[config.mk]
export PLATFORM = sky130hd
export DESIGN_NAME = cordic_vectoring_flat
export DESIGN_NICKNAME = d
export VERILOG_FILES = /design/src/rtl/cordic_pkg.sv /design/src/rtl/cordic_vectoring_if.sv /design/src/rtl/cordic_vector_stage.sv /design/src/rtl/cordic_vectoring.sv /design/src/flat_wrapper.sv
export SDC_FILE = /design/constraint.sdc
export NUM_CORES = 1
export LEC_CHECK = 0
export BUFFER_PORTS_ARGS = -buffer_cell sky130_fd_sc_hd__buf_2
export CORE_MARGIN = 2
export CORE_UTILIZATION = 30
export DETAILED_ROUTE_END_ITERATION = 8
export MAX_ROUTING_LAYER = met4
export SYNTH_ARGS = -nofsm -noshare
export SYNTH_HDL_FRONTEND = slang
export SYNTH_SLANG_ARGS = --single-unit
[constraint.sdc]
create_clock -name clk -period 6.3 [get_ports clk]
set_clock_uncertainty 0.2 [all_clocks]
set_input_delay 0.315 -clock clk [delete_from_list [all_inputs] [get_ports clk]]
set_output_delay 0.315 -clock clk [all_outputs]
set_load 0.03 [all_outputs]
[src/rtl/cordic_pkg.sv]
// Shared constants and types for the CORDIC vectoring unit.
// Contents: arctangent table, pi/2, 1/K shift-add list, FSM state type.
// Table values are atan(2^-i) scaled by 2^TAB_FRAC (Q3.23, i.e. WIDTH=24).
package cordic_pkg;

  localparam int TAB_FRAC = 23;
  localparam int DW       = TAB_FRAC + 3;

  // Padded to 32 entries so a 5-bit counter indexes it without range issues.
  localparam logic signed [DW-1:0] ATAN_TAB [32] = '{
    26'sd6588397, 26'sd3889358, 26'sd2055030, 26'sd1043165,
    26'sd523607,  26'sd262059,  26'sd131061,  26'sd65535,
    26'sd32768,   26'sd16384,   26'sd8192,    26'sd4096,
    26'sd2048,    26'sd1024,    26'sd512,     26'sd256,
    26'sd128,     26'sd64,      26'sd32,      26'sd16,
    26'sd8,       26'sd4,       26'sd2,       26'sd1,
    26'sd0,       26'sd0,       26'sd0,       26'sd0,
    26'sd0,       26'sd0,       26'sd0,       26'sd0
  };

  localparam logic signed [DW-1:0] PI_2 = 26'sd13176795;

  // 1/K ~= x/2 + x/8 - x/64 - x/512 - x/8192 - x/32768 - x/65536
  localparam int         GAIN_SHIFT [7] = '{1, 3, 6, 9, 13, 15, 16};
  localparam logic [6:0] GAIN_SUB       = 7'b1111100;

  typedef enum logic [1:0] {
    ST_IDLE,
    ST_ITER,
    ST_GAIN,
    ST_DONE
  } state_t;

  // Works on a sign-extended 32-bit copy; truncating back gives the same
  // low bits as doing the arithmetic at the native word width.
  function automatic logic signed [31:0] gain_comp(input logic signed [31:0] v);
    logic signed [31:0] acc;
    acc = '0;
    for (int k = 0; k < 7; k++) begin
      if (GAIN_SUB[k]) acc = acc - (v >>> GAIN_SHIFT[k]);
      else             acc = acc + (v >>> GAIN_SHIFT[k]);
    end
    return acc;
  endfunction

endpackage

[src/rtl/cordic_vectoring_if.sv]
// Request/result bundle of the CORDIC vectoring unit.
// master: drives start, x_in, y_in; receives busy, done, mag_out, ang_out.
// slave : the engine side.
interface cordic_vectoring_if #(
  parameter int DW = 26
);
  logic                 start;
  logic signed [DW-1:0] x_in;
  logic signed [DW-1:0] y_in;
  logic                 busy;
  logic                 done;
  logic signed [DW-1:0] mag_out;
  logic signed [DW-1:0] ang_out;

  modport master (output start, x_in, y_in, input busy, done, mag_out, ang_out);
  modport slave  (input start, x_in, y_in, output busy, done, mag_out, ang_out);
endinterface

[src/rtl/cordic_vector_stage.sv]
// One combinational vectoring micro-rotation. Rotates toward y = 0,
// picking the direction from the sign of y (y = 0 counts as non-negative).
// Ports: i (shift), x/y/z (current), atan (table entry), x/y/z_next.
module cordic_vector_stage #(
  parameter int DW = 26
) (
  input  logic [4:0]           i,
  input  logic signed [DW-1:0] x,
  input  logic signed [DW-1:0] y,
  input  logic signed [DW-1:0] z,
  input  logic signed [DW-1:0] atan,
  output logic signed [DW-1:0] x_next,
  output logic signed [DW-1:0] y_next,
  output logic signed [DW-1:0] z_next
);
  logic signed [DW-1:0] x_sh;
  logic signed [DW-1:0] y_sh;
  logic                 y_neg;

  assign x_sh  = x >>> i;
  assign y_sh  = y >>> i;
  assign y_neg = y[DW-1];

  assign x_next = y_neg ? x - y_sh : x + y_sh;
  assign y_next = y_neg ? y + x_sh : y - x_sh;
  assign z_next = y_neg ? z - atan : z + atan;
endmodule

[src/rtl/cordic_vectoring.sv]
// Iterative CORDIC vectoring engine: returns magnitude and atan2(y, x) of
// a Cartesian input, one micro-rotation per clock.
// Ports: clk, reset (async, active high), io (slave side of
// cordic_vectoring_if: start/x_in/y_in in, busy/done/mag_out/ang_out out).
// Build option: define CORDIC_GAIN_COMP_EN to add a GAIN state that scales
// the magnitude by 1/K; otherwise mag_out is K-scaled (K ~= 1.646760).
//
// state | meaning
// IDLE  | waiting for start
// ITER  | one micro-rotation per edge, counter = shift index
// GAIN  | 1/K magnitude scaling (CORDIC_GAIN_COMP_EN only)
// DONE  | done high for one cycle; start here issues back-to-back
module cordic_vectoring
  import cordic_pkg::*;
#(
  parameter int WIDTH = 24,   // up to 24 (table precision)
  parameter int ITER  = 16    // 8..24
) (
  input  logic               clk,
  input  logic               reset,
  cordic_vectoring_if.slave  io
);
  localparam int         W    = WIDTH + 2;
  localparam int         ASH  = TAB_FRAC - (WIDTH - 1);
  localparam logic [4:0] LAST = 5'(ITER - 1);
  localparam logic signed [W-1:0] PI_2_W = W'(PI_2 >>> ASH);

  state_t              state;
  logic [4:0]          cnt;
  logic signed [W-1:0] x, y, z;
  logic signed [W-1:0] x_n, y_n, z_n;
  logic signed [W-1:0] atan_i;
  logic                busy_q, done_q;
  logic signed [W-1:0] mag_q, ang_q;

  assign atan_i = W'(ATAN_TAB[cnt] >>> ASH);

  cordic_vector_stage #(.DW(W)) u_stage (
    .i      (cnt),
    .x      (x),
    .y      (y),
    .z      (z),
    .atan   (atan_i),
    .x_next (x_n),
    .y_next (y_n),
    .z_next (z_n)
  );

`ifdef CORDIC_GAIN_COMP_EN
  logic signed [W-1:0] x_comp;
  assign x_comp = W'(gain_comp(32'(x)));
`endif

  always_ff @(posedge clk or posedge reset) begin
    if (reset) begin
      state  <= ST_IDLE;
      cnt    <= '0;
      x      <= '0;
      y      <= '0;
      z      <= '0;
      busy_q <= 1'b0;
      done_q <= 1'b0;
      mag_q  <= '0;
      ang_q  <= '0;
    end else begin
      case (state)
        ST_IDLE, ST_DONE: begin
          done_q <= 1'b0;
          if (io.start) begin
            // Fold the left half-plane onto the right so the iterations
            // only have to cover +/- pi/2.
            if (!io.x_in[W-1]) begin
              x <= io.x_in;
              y <= io.y_in;
              z <= '0;
            end else if (!io.y_in[W-1]) begin
              x <= io.y_in;
              y <= -io.x_in;
              z <= PI_2_W;
            end else begin
              x <= -io.y_in;
              y <= io.x_in;
              z <= -PI_2_W;
            end
            cnt    <= '0;
            busy_q <= 1'b1;
            state  <= ST_ITER;
          end else begin
            state <= ST_IDLE;
          end
        end
        ST_ITER: begin
          x   <= x_n;
          y   <= y_n;
          z   <= z_n;
          cnt <= cnt + 5'd1;
          if (cnt == LAST) begin
`ifdef CORDIC_GAIN_COMP_EN
            state <= ST_GAIN;
`else
            state  <= ST_DONE;
            busy_q <= 1'b0;
            done_q <= 1'b1;
            mag_q  <= x_n;
            ang_q  <= z_n;
`endif
          end
        end
`ifdef CORDIC_GAIN_COMP_EN
        ST_GAIN: begin
          state  <= ST_DONE;
          busy_q <= 1'b0;
          done_q <= 1'b1;
          mag_q  <= x_comp;
          ang_q  <= z;
        end
`endif
        default: begin
          state  <= ST_IDLE;
          busy_q <= 1'b0;
          done_q <= 1'b0;
        end
      endcase
    end
  end

  assign io.busy    = busy_q;
  assign io.done    = done_q;
  assign io.mag_out = mag_q;
  assign io.ang_out = ang_q;
endmodule

[src/flat_wrapper.sv]
// flat-port wrapper written by rule: the top's interface ports become plain ports
module cordic_vectoring_flat import cordic_pkg::*;
#(
  parameter int WIDTH = 24,                                
  parameter int ITER  = 16            
)
  (clk, reset, io_start, io_x_in, io_y_in, io_busy, io_done, io_mag_out, io_ang_out);
  cordic_vectoring_if #(.DW((WIDTH + 2))) io_i ();
  input  logic clk;
  input  logic reset;
  input wire logic [$bits(io_i.start)-1:0] io_start;
  input wire logic [$bits(io_i.x_in)-1:0] io_x_in;
  input wire logic [$bits(io_i.y_in)-1:0] io_y_in;
  output wire logic [$bits(io_i.busy)-1:0] io_busy;
  output wire logic [$bits(io_i.done)-1:0] io_done;
  output wire logic [$bits(io_i.mag_out)-1:0] io_mag_out;
  output wire logic [$bits(io_i.ang_out)-1:0] io_ang_out;
  assign io_i.start = io_start;
  assign io_i.x_in = io_x_in;
  assign io_i.y_in = io_y_in;
  assign io_busy = io_i.busy;
  assign io_done = io_i.done;
  assign io_mag_out = io_i.mag_out;
  assign io_ang_out = io_i.ang_out;
  cordic_vectoring #(.WIDTH(WIDTH), .ITER(ITER)) u_core (.clk(clk), .reset(reset), .io(io_i));
endmodule
# == Yosys cells after proc, flatten, opt, wreduce, memory -nomap -nowiden ==
# Memories as Yosys holds them, arrays and structs flattened.
# Index checks and enable logic that the tools add are counted.
# totals
reg_bits,139
latchBits,0
n_memories,1
romBits,832
output_inout_bits,54
inputBits,55
ram_bits,0
elab_cells,61
# mem_list
memory,words,word_bits,rd,rd_clocked_by_memory_dff,write_ports,line_no,source
(name not given),32,26,1,0,0,cordic_vectoring.sv:36,assign atan_i = W'(ATAN_TAB[cnt] >>> ASH);
# classes
div_mod_pow,0
n_eq_ne,5
multipliers,0
addsub,9
mux,27
magnitude_cmp,1
n_bitwise,1
reduce_logical,6
shift,2
# ops
cell,n
$mux 26,14
$pmux 26 s2,3
$add 26x26->26,3
$sub 26x26->26,3
$neg 26->26,2
$sshr 26x5->26,2
$pmux 5 s2,1
$ge 6x6->1 const B,1
$not 5->6,1
$reduce_and 2->1,3
$add 5x1->5 const B,1
$eq 5x4->1 const B,1
$mux 1,5
$mux 5,1
$pmux 2 s2,1
$eq 2x1->1 const B,1
$eq 2x2->1 const B,1
$logic_not 2->1,1
$mux 2,1
$ne 2x1->1 const B,1
$ne 2x2->1 const B,1
$pmux 1 s2,1
$reduce_bool 2->1,1
$reduce_or 2->1,1

# == Depth between registers and ports, before layout ==
# Gate-level depths: netlist of the first run.
# logic_depth
ltp_word,7
ltp_mapped,28
mapped_depth_nobuf,23

# == By module ==
# A second synthesis of the first run with hierarchy kept.
# hier_totals
cells_unflattened,2059
hier_area_um2,17289.1
# by_module_without_submodules
module,cells_per_inst,area_per_inst_um2,seq_area_each_um2,instances
cordic_vector_stage,1228,9510.4,0.0,1
cordic_vectoring,831,7778.7,3453.3,1

# == Worst setup path after synthesis of the first run ==
# Ideal clock, no wire load.
# synth_path
path_kind,reg2reg
start,register u_core.cnt[0]
end,register u_core.mag_q[25] (netlist: u_core.io.mag_out[25])
path_buffers,4
t_required_ps,5967
setup_time_ps,133
period_less_slack_ps,5988
slack_ps,312
arrival_time_ps,5655
path_stages_with_launch,26
path_cell_list,dfrtp_1 buf_6 buf_12 buf_4 buf_2 mux4_2 mux2_1 o2bb2ai_1 or2_2 inv_1 ha_1 nand2b_1 nor4_1 xnor2_1 o22ai_1 ha_1 a21oi_1 nor2_1 o21a_1 a2111oi_0 o211a_1 o31ai_1 a31oi_1 xor2_2 xnor2_1 o21ai_1
# synth_via
elab_chain_cells,3
elab_cells_between_ends,6
cone_classes,2 x add/sub; 1 x eq/ne; 1 x shift; 1 x mux; 1 x reduce/logical
# synth_lines
element,line_no,source
"start, declared",cordic_vectoring.sv:29,logic [4:0] cnt;
"start signal, assigned",cordic_vectoring.sv:96,cnt <= cnt + 5'd1;
$sshr 26x5->26,cordic_vector_stage.sv:21,assign y_sh = y >>> i;
$add 26x26->26 or $sub 26x26->26 (tied branches),cordic_vector_stage.sv:24,assign x_next = y_neg ? x - y_sh : x + y_sh;
$mux 26,cordic_vector_stage.sv:24,
"end signal, assigned",cordic_vectoring.sv:104,mag_q <= x_n;
"end, declared",cordic_vectoring.sv:34,"logic signed [W-1:0] mag_q, ang_q;"
# Parallel ways exist; a longest one is shown, timed or not.
# A chain may end at the register's enable or synchronous reset.

# == Worst setup path in the final report of the first run ==
# layout_path
start,register u_core.cnt[0]
end,register u_core.x[24]
# layout_via
elab_chain_cells,4
elab_cells_between_ends,5
cone_classes,2 x add/sub; 1 x shift; 2 x mux
# layout_lines
element,line_no,source
$sshr 26x5->26 *,cordic_vector_stage.sv:21,
$add 26x26->26 or $sub 26x26->26 (tied branches),cordic_vector_stage.sv:24,
$mux 26 *,cordic_vector_stage.sv:24,
$pmux 26 s2 *,cordic_vectoring.sv:66,case (state)
"end signal, assigned",cordic_vectoring.sv:73,x <= io.x_in;
"end signal, assigned",cordic_vectoring.sv:77,x <= io.y_in;
"end signal, assigned",cordic_vectoring.sv:81,x <= -io.y_in;
"end, declared",cordic_vectoring.sv:30,"logic signed [W-1:0] x, y, z;"
# Every way passes the cells marked *; elsewhere a longest branch is shown, timed or not.

==> results of run 1 <==
[metrics by stage]
stage / util / setup WS [ns]
detailed placement: 0.336 / 0.194
CTS: 0.347 / 0.179
floorplan: - / 0.312
global route: 0.349 / -0.0911
global placement: 0.336 / 0.273
finish: 0.349 / 0.299
[final timing paths]
kind | to | cells after the start | start
hold reg to reg | u_core.z[13] | 2 | u_core.z[13]
max in group asynchronous | u_core.y[25] | 4 | reset
setup reg to reg | u_core.x[24] | 22 | u_core.cnt[0]
min in group asynchronous | u_core.io.mag_out[1] | 3 | reset
setup / recovery | u_core.x[24] | 22 | u_core.cnt[0]
hold / removal | u_core.io.busy | 3 | io_start
[layout make-up]
type	count	area (um2)
fillers	5480	34200
clock buffers	17	425
repair buffers	207	1370
clock inverters	15	156
multi-input cells	1666	11800
well taps	688	861
flip-flops and latches	138	3460
inverters	54	208
[routing by layer]
| metal | vias to the layer above | wire length (um) |
|---|---|---|
| met5 | - | 0 |
| met4 | 0 | 3300 |
| met3 | 126 | 3900 |
| met2 | 661 | 28700 |
| met1 | 8116 | 27800 |
| li1 | 7566 | - |
[layout by cell type (no fill, tap or decap), types with 8 or more instances in the layout]
cell       Yosys  routed
a211oi_1      43      42
a21o_1        24      24
a21oi_1      192     192
a22oi_1       10      10
a311oi_1      10       9
a31oi_1       39      39
and2_1        14      14
and3_1        16      16
buf_2         13     107
buf_4          5      92
clkbuf_16      0      17
dfrtp_1      138     132
ha_1          94      93
inv_1         49      48
mux2_2        56      56
mux2i_1       31      29
mux4_1        10      10
mux4_2        43      43
nand2_1      181     180
nand2b_1      23      23
nand3_1       31      31
nand4_1       11      11
nor2_1       226     225
nor2b_1       23      23
nor3_1        31      31
nor3b_1        8       8
nor4_1        10      10
o211ai_1      10      10
o21a_1        21      21
o21ai_0      157     157
o21bai_1      10      10
o22ai_1       19      19
o31ai_1       19      19
or3_1         18      18
xnor2_1       87      87
xor2_1        61      61
[critical path, cell delays in order, from the launching register on]
cell and delay (ns):
dfrtp_4 0.53, buf_4 0.16, mux4_2 0.57, mux2_1 0.35
o2bb2ai_1 0.23, or2_2 0.35, inv_1 0.06, ha_1 0.19
nor2b_1 0.25, a21oi_1 0.12, xnor2_1 0.20, ha_1 0.31
and3_1 0.23, a221o_1 0.32, a31o_2 0.23, o31ai_1 0.23
buf_4 0.17, a211oi_1 0.12, o211ai_1 0.25, a31oi_1 0.16
a211oi_1 0.27, xor2_1 0.23, a221oi_1 0.10
[logic make-up (layout without fill, tap and decap cells)]
group	after synthesis	after routing	synth area share
compound gates	645	645	0.253
xor+xnor	149	149	0.0822
fa+ha+maj	97	97	0.0774
buf+inv	177	293	0.0463
flops	138	138	0.216
mux	141	141	0.137
simple gates	634	634	0.188
[flip-flops by register name (all words and copies together) (netlist names)]
register / count
u_core.io.ang_out: 26
u_core.io.done: 1
u_core.io.busy: 1
u_core.io.mag_out: 26
u_core.cnt: 5
u_core.state: 1
u_core.z: 26
u_core.x: 26
u_core.y: 26
[timing repair]
action / 4_1_cts / 5_1_grt
setup buffers: 0 / 5
resized for setup: 0 / 7
hold buffers: 1 / 0
endpoints found under the setup margin: 0 / 23
endpoints found under the hold margin: 85 / 0
==> metrics.txt, run 1 <==
share of cells above drive strength 1 0.184; top flip-flop cell by instance count after synthesis dfrtp_1; fraction of post-synthesis cell area in the top cell type by area 0.216; number of DRC markers after the initial detailed-route iteration 1,632; post-route standard cell area excluding fillers 18,300 um2; count of mapped cells out of synthesis 1,981; fraction of the cycle the final worst path needs 0.953; total number of yosys warnings 0; antenna cells 0; kind of capture point of the worst setup path flop; sum of net half-perimeters after detailed placement 49.5 mm; global-route wire length before repair 96.6 mm; I/O pin count 109; number of CTS-inserted buffers 17; Max Cap Violations 0; mean instance size in the synthesized netlist 8.06 um2; global-route met3 utilization 0.0249; die outline width 235 um; routability cong. 1.03; TritonCTS clock tree built; leftover overflow at the end of global routing 0; post-layout min period 6.00 ns; GRT Resource Usage Total 0.231; worst path required time 6.38 ns; H-tree levels 4; Hold WS 0.0922 ns; via count of the first global-routing pass 15,488; worst slew pin tran 1.06 ns; wire length per cell 22.9 um; number of vias in the routed layout 16,469; maximum clock frequency 167 MHz; pin count of the biggest net entering global routing 103; Max Slew Vio Count 0; number of clock sinks seen by CTS 138; residual antenna-violating net count after detailed routing 0; Area after DPL 17,700 um2; routed wire length 63.7 mm; clock latency reported for the late side of the worst-skew pair 0.46 ns; type of the worst setup path flop to flop; met1 Usage GRT 0.306; internal reg-to-reg setup slack 0.30 ns; count of input and output buffers 108; busiest layer in global routing met2; number of antenna violations at the first check in global routing 1; per-cell via count in the routed design 5.91; NumNets Final 2,236; maximum clock path buffer count 2; met2 Use GR 0.349; die area 55,100 um2; number of non-filler instances in the completed layout 2,785; path category of the worst min-delay check input port to flop; setup TNS 0 ns; cell type with the highest aggregate area in the netlist dfrtp_1; share of synthesized flip-flops with an asynchronous set or reset 1.00; Post-synth EDFFs 0; Mapped Nets 2,133; clock-pin slew of the registers on the worst-case setup and hold paths 0.07 ns; summed instance area of the synthesized netlist 16,000 um2; Syn-to-layout area delta 14.7%; sort of element at the start of the critical path flop; top cell types by occurrence after synthesis 226 x nor2_1, 192 x a21oi_1, 181 x nand2_1; synthesized flop and latch total 138; outcome complete, no violations; final-report hold violation count 0; starting density of the core 0.304; placeable core area 52,600 um2; number of cells after detailed placement 2,747; most frequent cell after synthesis nor2_1; distinct cell type count after synthesis 92; largest cells by area after synthesis dfrtp_1 22%, ha_1 7.4%, mux4_2 6.1%, a21oi_1 6.0%, nor2_1 5.3%; arrival time reported for the critical path endpoint 6.08 ns; clock root cell clkbuf_16; Setup violations, final 0; # DRC 0; number of detailed-routing iterations run before antenna repair 5; overall die height 235 um; headroom to the max-slew limit 0.295; post-synthesis sequential area ratio 0.216; top fanout value on the critical path 12; Core Rows 84
Power of run 1 is left out: the tool's default activity adds up to more than one toggle a clock period on the data nets, which glitch-free logic cannot reach.
==> inputs of run 2 (changes only) <==
--- a/config.mk
+++ b/config.mk
@@ -7,9 +7,11 @@
 export LEC_CHECK = 0
 export BUFFER_PORTS_ARGS = -buffer_cell sky130_fd_sc_hd__buf_2
 export CORE_MARGIN = 2
-export CORE_UTILIZATION = 30
+export CORE_UTILIZATION = 50
 export DETAILED_ROUTE_END_ITERATION = 8
+export GPL_TIMING_DRIVEN = 0
 export MAX_ROUTING_LAYER = met4
+export PLACE_DENSITY = 0.71
 export SYNTH_ARGS = -nofsm -noshare
 export SYNTH_HDL_FRONTEND = slang
 export SYNTH_SLANG_ARGS = --single-unit
==> run 2 against run 1 <==
- first-iteration DRC count is 50% higher
- die area is 39% lower
- sequential share of layout area is 0.40 points lower
- cell count is 7.7% lower
- count of clock-buffer cells in the layout is 2 higher
- critical path depth is 2 higher
- routed wire length is 14% higher
- highest routed layer unchanged
==> metrics.txt, run 2 (synthesized netlist as in run 1, its figures left out) <==
fraction of the cycle the final worst path needs 0.989 (was 0.953); setup slack of the critical path after layout 0.0684 ns (was 0.299 ns); headroom to the max-slew limit 0.197 (was 0.295); routed wire length 72.5 mm (was 63.7 mm); Area after DPL 17,000 um2 (was 17,700 um2); path category of the worst min-delay check input port to flop (unchanged); outcome complete, no violations (unchanged); maximum clock path buffer count 2 (unchanged); number of antenna violations at the first check in global routing 4 (was 1); share of cells above drive strength 1 0.198 (was 0.184); routability cong. 1.11 (was 1.03); TritonCTS clock tree built (unchanged); # DRC 0 (unchanged); residual antenna-violating net count after detailed routing 0 (unchanged); sum of net half-perimeters after detailed placement 56.0 mm (was 49.5 mm); count of input and output buffers 108 (unchanged); Core Rows 65 (was 84); pin count of the biggest net entering global routing 96 (was 103); RSZ-0062 raised after global routing yes; post-route standard cell area excluding fillers 18,700 um2 (was 18,300 um2); FF+latch area 3460 um2 (about the same); post-layout min period 6.23 ns (was 6.00 ns); NumNets Final 2,305 (was 2,236); worst slew pin tran 1.19 ns (was 1.06 ns); Setup violations, final 0 (unchanged); clock root cell clkbuf_16 (unchanged); top fanout value on the critical path 10 (was 12); Filler Cells Inserted 2,885 (was 5,480); GRT Resource Usage Total 0.442 (was 0.231); per-cell via count in the routed design 6.95 (was 5.91); via count of the first global-routing pass 16,095 (was 15,488); most common cell after layout, fill and taps aside nor2_1 (unchanged); worst path required time 6.43 ns (was 6.38 ns); wire length per cell 28.2 um (was 22.9 um); commonest cells after routing, fill and taps aside 223 x nor2_1, 189 x a21oi_1, 181 x nand2_1 (was 225 x nor2_1, 192 x a21oi_1, 180 x nand2_1); clock-pin slew of the registers on the worst-case setup and hold paths 0.08 ns (was 0.07 ns); global-route wire length before repair 105 mm (was 96.6 mm); Max Cap Violations 0 (unchanged); Max Slew Vio Count 0 (unchanged); final-report hold violation count 0 (unchanged); leftover overflow at the end of global routing 0 (unchanged); number of vias in the routed layout 17,850 (was 16,469); number of clock sinks seen by CTS 138 (unchanged); kind of capture point of the worst setup path flop (unchanged); die outline width 183 um (was 235 um); starting density of the core 0.507 (was 0.304); arrival time reported for the critical path endpoint 6.36 ns (was 6.08 ns); number of CTS-inserted buffers 17 (unchanged); die area 33,400 um2 (was 55,100 um2); sort of element at the start of the critical path flop (unchanged); area used by multi-input combinational logic 12,200 um2 (was 11,800 um2); number of DRC markers after the initial detailed-route iteration 2,440 (was 1,632); overall die height 183 um (was 235 um); H-tree levels 4 (unchanged); Syn-to-layout area delta 17.0% (was 14.7%); number of detailed-routing iterations run before antenna repair 6 (was 5); placeable core area 31,500 um2 (was 52,600 um2); DP Worst Slack -1.69 ns (was 0.194 ns); maximum clock frequency 160 MHz (was 167 MHz); type of the worst setup path flop to flop (unchanged); I/O pin count 109 (unchanged); clock latency reported for the late side of the worst-skew pair 0.46 ns (about the same); setup TNS 0 ns (unchanged)
## run 2: cell types whose count changed in the layout (fill, tap and decap cells not counted), sizes merged
cell,change
clkbuf,+89
clkinv,-1
inv,-3
diode,+2
buf,-18
clkinvlp,+2
## run 2: metal layers
layer | GRT usage | up-vias | wire length, um
met4 | 0.213 | 0 | 4350
met2 | 0.616 | 1272 | 30100
met1 | 0.592 | 8633 | 29200
met5 | - | - | 0
met3 | 0.118 | 242 | 8920
li1 | - | 7703 | -
## run 2: area by class of cell
| cell class | instances | area share |
|---|---|---|
| Multi-Input combinational cell | 1666 | 0.654 |
| Buffer | 119 | 0.0378 |
| Inverter | 54 | 0.0115 |
| Clock buffer | 19 | 0.0243 |
| Timing Repair Buffer | 157 | 0.0531 |
| Sequential cell | 138 | 0.185 |
| Tap cell | 402 | 0.0269 |
| Antenna cell | 2 | 0.000268 |
| Clock inverter | 13 | 0.00717 |
## run 2: timing repair
item	CTS	global route
setup endpoints to repair	88	51
hold buffers	1	0
resized for setup	80	94
cloned	0	2
endpoints found under the hold margin	43	0
pin swaps	11	23
buffers inserted	13	32
## run 2: final timing paths
path	start	to	slack (ns)	cells after the start
min in group asynchronous	reset	u_core.io.ang_out[25]	0.24	3
worst max register to register	u_core.cnt[1]	u_core.y[24]	0.07	24
worst max-delay path	u_core.cnt[1]	u_core.y[24]	0.07	24
max in group asynchronous	reset	u_core.y[9]	4.80	4
worst min-delay path	io_start	u_core.io.busy	0.13	3
worst min register to register	u_core.io.ang_out[25]	u_core.io.ang_out[25]	0.29	2
## run 2: stage by stage
| stage | instances | hold WS, ns | util |
|---|---|---|---|
| after detailed placement | 2492 | 0.163 | 0.541 |
| after floorplan | 1981 | 0.245 | - |
| after CTS | 2536 | 0.111 | 0.572 |
| after global routing | 2570 | 0.130 | 0.593 |
| after global placement | 2491 | 0.264 | 0.540 |
| final | 2570 | 0.125 | 0.593 |
## run 2: worst max-delay path: stages (launching register included)
cell	delay, ns
dfrtp_2	0.52
buf_8	0.16
buf_6	0.17
buf_8	0.17
buf_12	0.16
buf_8	0.17
mux2_2	0.38
a22oi_2	0.19
nand4_1	0.27
a211oi_2	0.30
and2_4	0.20
and2_4	0.17
nor2_1	0.05
xnor2_1	0.21
ha_1	0.28
a21o_1	0.18
a21o_1	0.17
a21o_1	0.21
a31o_2	0.26
a41oi_4	0.26
a211oi_2	0.14
or3_4	0.39
a2111o_1	0.40
and4_1	0.20
a221o_1	0.26
Power of run 2 is left out for the same reason.
